## config.mk

```make
export PLATFORM = sky130hd
export DESIGN_NAME = data_serializer
export DESIGN_NICKNAME = d
export VERILOG_FILES = /design/src/rtl/data_serializer.sv
export SDC_FILE = /design/constraint.sdc
export NUM_CORES = 1
export LEC_CHECK = 0
export ABC_AREA = 1
export ABC_CLOCK_PERIOD_IN_PS = 1100
export CORE_MARGIN = 4
export CORE_UTILIZATION = 44
export CTS_BUF_LIST = sky130_fd_sc_hd__clkbuf_8
export CTS_CLUSTER_DIAMETER = 30
export DETAILED_ROUTE_END_ITERATION = 8
export PLACE_DENSITY_LB_ADDON = 0.08
export SYNTH_ARGS = -nofsm -noshare
export SYNTH_HDL_FRONTEND = slang
export SYNTH_SLANG_ARGS = --single-unit
```

## constraint.sdc

```tcl
create_clock -name clk -period 1.1 [get_ports clk]
set_input_delay 0.22 -clock clk [delete_from_list [all_inputs] [get_ports clk]]
set_output_delay 0.22 -clock clk [all_outputs]
set_load 0.03 [all_outputs]
```

## src/rtl/data_serializer.sv

```systemverilog
// data_serializer: parallel-to-serial converter, LSB first.
// A word is captured from DataIn when load is seen in IDLE. Its bits are then
// presented one at a time on BitOut, and the consumer acknowledges each bit
// with shiftEn. A single-cycle Done pulse follows the final acknowledged bit.
//
// Handshake: while BitValid=1, BitOut and LastBit are stable. They advance
// only on a rising edge where shiftEn=1, which means "this bit was taken".
// load is a request that is only honoured on an edge where Ready=1. A load
// made at any other time is dropped, not deferred. No output depends on
// load or shiftEn combinationally. Every output comes from the state
// register, the shift register or the remaining-bit counter.
module data_serializer #(
  parameter int DATAWIDTH = 8,
  parameter int CW        = $clog2(DATAWIDTH + 1)
) (
  input  logic                 clk,
  input  logic                 rst,
  input  logic                 load,
  input  logic [DATAWIDTH-1:0] DataIn,
  input  logic                 shiftEn,
  output logic                 Ready,
  output logic                 BitOut,
  output logic                 BitValid,
  output logic                 LastBit,
  output logic                 Done,
  output logic [CW-1:0]        Remaining
);

  // Encoding 2'd3 is unused. The next-state logic steers it back to IDLE.
  typedef enum logic [1:0] {
    IDLE  = 2'd0,
    SHIFT = 2'd1,
    DONE  = 2'd2
  } state_t;

  localparam logic [CW-1:0] REM_FULL = CW'(DATAWIDTH);
  localparam logic [CW-1:0] REM_ONE  = CW'(1);
  localparam logic [CW-1:0] REM_ZERO = '0;

  // state_q is the FSM state exposed for checkers and debug binding.
  state_t               state_q;
  state_t               state_d;
  logic [DATAWIDTH-1:0] sreg_q;
  logic [CW-1:0]        rem_q;
  logic                 on_last;
  logic                 take_bit;

  // Condition flags shared by the next-state and datapath logic.
  assign on_last  = (rem_q == REM_ONE);
  assign take_bit = (state_q == SHIFT) && shiftEn;

  // State register. Reset has priority, so a load in the reset cycle is dropped.
  always_ff @(posedge clk) begin
    if (rst) begin
      state_q <= IDLE;
    end else begin
      state_q <= state_d;
    end
  end

  // Next-state logic. DONE lasts exactly one cycle. Unused codes recover to IDLE.
  always_comb begin
    state_d = IDLE;
    case (state_q)
      IDLE:    state_d = load ? SHIFT : IDLE;
      SHIFT:   state_d = (shiftEn && on_last) ? DONE : SHIFT;
      DONE:    state_d = IDLE;
      default: state_d = IDLE;
    endcase
  end

  // Datapath: capture in IDLE and shift/count on each acknowledge in SHIFT.
  // Everything else holds.
  always_ff @(posedge clk) begin
    if (rst) begin
      sreg_q <= '0;
      rem_q  <= REM_ZERO;
    end else begin
      case (state_q)
        IDLE: begin
          if (load) begin
            sreg_q <= DataIn;
            rem_q  <= REM_FULL;
          end
        end
        SHIFT: begin
          if (take_bit) begin
            sreg_q <= {1'b0, sreg_q[DATAWIDTH-1:1]};
            // The guard keeps the counter from wrapping below zero.
            if (rem_q != REM_ZERO) begin
              rem_q <= rem_q - REM_ONE;
            end
          end
        end
        DONE: begin
          sreg_q <= sreg_q;
          rem_q  <= rem_q;
        end
        default: begin
          // Leftover contents from a corrupted state are cleared during recovery.
          sreg_q <= '0;
          rem_q  <= REM_ZERO;
        end
      endcase
    end
  end

  // Output decode from registered state only.
  always_comb begin
    Ready    = 1'b0;
    BitOut   = 1'b0;
    BitValid = 1'b0;
    LastBit  = 1'b0;
    Done     = 1'b0;
    case (state_q)
      IDLE: begin
        Ready = 1'b1;
      end
      SHIFT: begin
        BitValid = 1'b1;
        BitOut   = sreg_q[0];
        LastBit  = on_last;
      end
      DONE: begin
        Done = 1'b1;
      end
      default: begin
        Ready = 1'b0;
      end
    endcase
  end

  assign Remaining = rem_q;

endmodule

```

==> impl_results.md, run 1 <==
* Longest Clk Path Bufs at 2
* Least-Margin Pin Slew at roughly 0.26 ns
* Number of synthesized flops with an enable pin at 0
* Net Count, Synth at between 100 and 150
* Synthesis-to-layout area growth at 75.0%
* Port bufs at 20
* Vias post-DR at around 890
* Cell type with the largest total area after synthesis: dfxtp_1
* Rel. slew slack at 0.825
* Largest net degree at the start of global routing at 10
* Status: finished with violations
* Core area at approximately 1600 um2
* Die height at between 40 and 50 um
* Fin. Hold Viols at 0
* CP max FO at 2
* Min-delay worst type: reg2reg
* # DRC at 0
* DRT antenna net count at 0
* Max Cap Viol at 0
* PwrDens at about 1300 nW/um2
* Synth top area share at 0.371
* Root Driver: clkbuf_8
* Clk_skew at around 0.0017 ns
* CTS tree: yes
* Post-detail-place hpwl at 1.44 mm
* Core Rows at 14
* VDD IR max at 1.06 mV
* Antenna violations before repair at 0
* Initial core utilization at 0.484
* Post-layout util at 0.847
* Ports at 21
* Final #Nets at around 180
* Fillcell total at 96
* Clock Latency Late Sink at between 0.2 and 0.3 ns
* Hold_ws at 0.444 ns
* Most frequent cell after synthesis: nand2_1
* Worst EP arrival at approximately 1.1 ns
* Worst EP required at ~0.88 ns
* Number of setup violations in the final report at 17
* Reg clk slew, reported paths at about 0.06 ns
* Vias in the first global route at just under 900
* Synth top cells by count: nand2_1 (49), nand3_1 (15), dfxtp_1 (14), inv_1 (10), nor2_1 (10)
* Total routed wirelength at 2.30 mm
* CP startpoint kind: flop
* GPL Wtd Cong at roughly 0.83
* Share of flip-flops with an asynchronous set or reset at 0
* ANT cells at 0
* Syn avg cell area at ~6.4 um2
* Ys flop type: dfxtp_1
* Avg Vias per Cell at ~5.0
* H-tree depth at 1
* Critical path class: reg2out
* CTS buffer count at 3
* Cells after synthesis at ~120
* Final period util at 1.18
* Worst setup margin at -0.193 ns
* Routed WL per cell at about 13 um
* Yosys warns at 0
* RSZ-0062 raised after global routing: yes
* Die ar. at approximately 2400 um2
* Gr ovfl total at 0
* Post-Synthesis Cell Area at 754 um2
* Die width at about 50 um
* Power Total at between 1.5 and 2 mW
* Synthesized flop and latch total at 14
* Post-synthesis sequential area ratio at 0.371
* CP Capture Type: output pin
* First-pass GRT wire length at between 3 and 4 mm
* Minimum clock period after layout at between 1 and 1.5 ns
* Total GRT Usage at 0.202
* DP Worst Slack at -0.365 ns
* First-pass DRT Iterations at 4
* Initial drt markers at 13
* Top cells by area, synth: dfxtp_1 (37%), nand2_1 (24%), nand3_1 (10%)
* Synth cell types at 21
* Failing checks: negative setup slack
* Fin Setup TNS at -1.41 ns
* Fmax at 773 MHz
* Clk sinks at 14
* Pleak at between 0.6 and 0.7 nW
* Share of cells above drive strength 1 at 0.404
* Final slew viol count at 0
final timing paths:
path,end,start,slack (ns),cells past startpoint
max,LastBit,Remaining[2],-0.19,4
min,sreg_q[3],sreg_q[3],0.44,2
max reg2reg,Remaining[2],Remaining[0],-0.12,8
min reg2reg,sreg_q[3],sreg_q[3],0.44,2
worst max-delay path, stage by stage, from the launching register on:
cell	delay (ns)
dfxtp_2	0.33
nor2_2	0.20
nand2_4	0.08
nor2_4	0.08
buf_6	0.13
stage by stage:
step / area, um2 / cells
finish: 1320 / 177
global route: 1320 / 177
CTS: 1280 / 176
floorplan: 805 / 117
detailed placement: 1110 / 167
global placement: 1110 / 167
power by group:
part / switching, mW / internal (mW) / total [mW] / leakage, nW
sequential: 0.0385 / 0.559 / 0.598 / 0.118
combinational: 0.359 / 0.322 / 0.681 / 0.495
clock: 0.192 / 0.247 / 0.439 / 0.0231
layout by cell type (no fill, tap or decap):
master,Yosys,routed
dfxtp_2,0,2
nand4_1,1,1
nor2_2,1,1
nand2_1,49,46
nand2_2,2,2
buf_6,1,14
clkbuf_8,0,3
o21ai_2,0,1
inv_2,0,1
nor2_4,1,6
a21oi_1,1,1
ha_1,2,1
dfxtp_1,14,8
inv_4,0,2
clkinv_1,1,2
buf_4,1,18
nor2_1,10,5
nand2_4,0,3
nor4_1,1,1
clkdlybuf4s50_1,0,11
nand3_1,15,11
dfxtp_4,0,4
ha_4,0,1
or2_4,0,1
inv_1,10,7
nand3_2,1,5
a21oi_2,1,1
o21ai_1,1,2
layer usage:
layer  global-route usage  wire length (um)  vias to the layer above
met2                0.368              1230                       18
met3               0.0612                88                        4
li1                     -                 -                      457
met1                0.218               948                      410
met5                    0                 0                        -
met4               0.0691                36                        0
final cells by class:
type,count,area [um2],area share
flip-flops and latches,14,298,0.226
well taps,16,20.0,0.0152
clock inverters,1,3.75,0.00284
inverters,11,46.3,0.0351
multi-input cells,89,508,0.385
clock buffers,3,41.3,0.0313
repair buffers,43,403,0.305
registers in the layout, indices dropped and copies added (netlist names):
name,count
sreg_q,8
Remaining,4
state_q,2
cells by family after synthesis:
kind of cell,after synthesis,share of synthesized area
simple gates,82,0.471
buf+inv,14,0.0862
flops,14,0.371
compound gates,5,0.0381
fa+ha+maj,2,0.0332
timing repair:
action / CTS / global route
hold buffers: 0 / 0
endpoints found under the setup margin: 17 / 20
gates resized for setup: 26 / 9
setup buffers: 6 / 1
pin swaps: 6 / 3
Power figures use the tool's default switching activity.
==> inputs of run 2 (changes only) <==
CTS_CLUSTER_SIZE = 20   (was default)
==> results of run 2 <==
Final layout, timing and power as in run 1 (identical DEF).
==> inputs of run 3 (changes only) <==
RECOVER_POWER = 25   (was default)
==> results of run 3 <==
Final layout, timing and power as in run 1 (identical DEF).
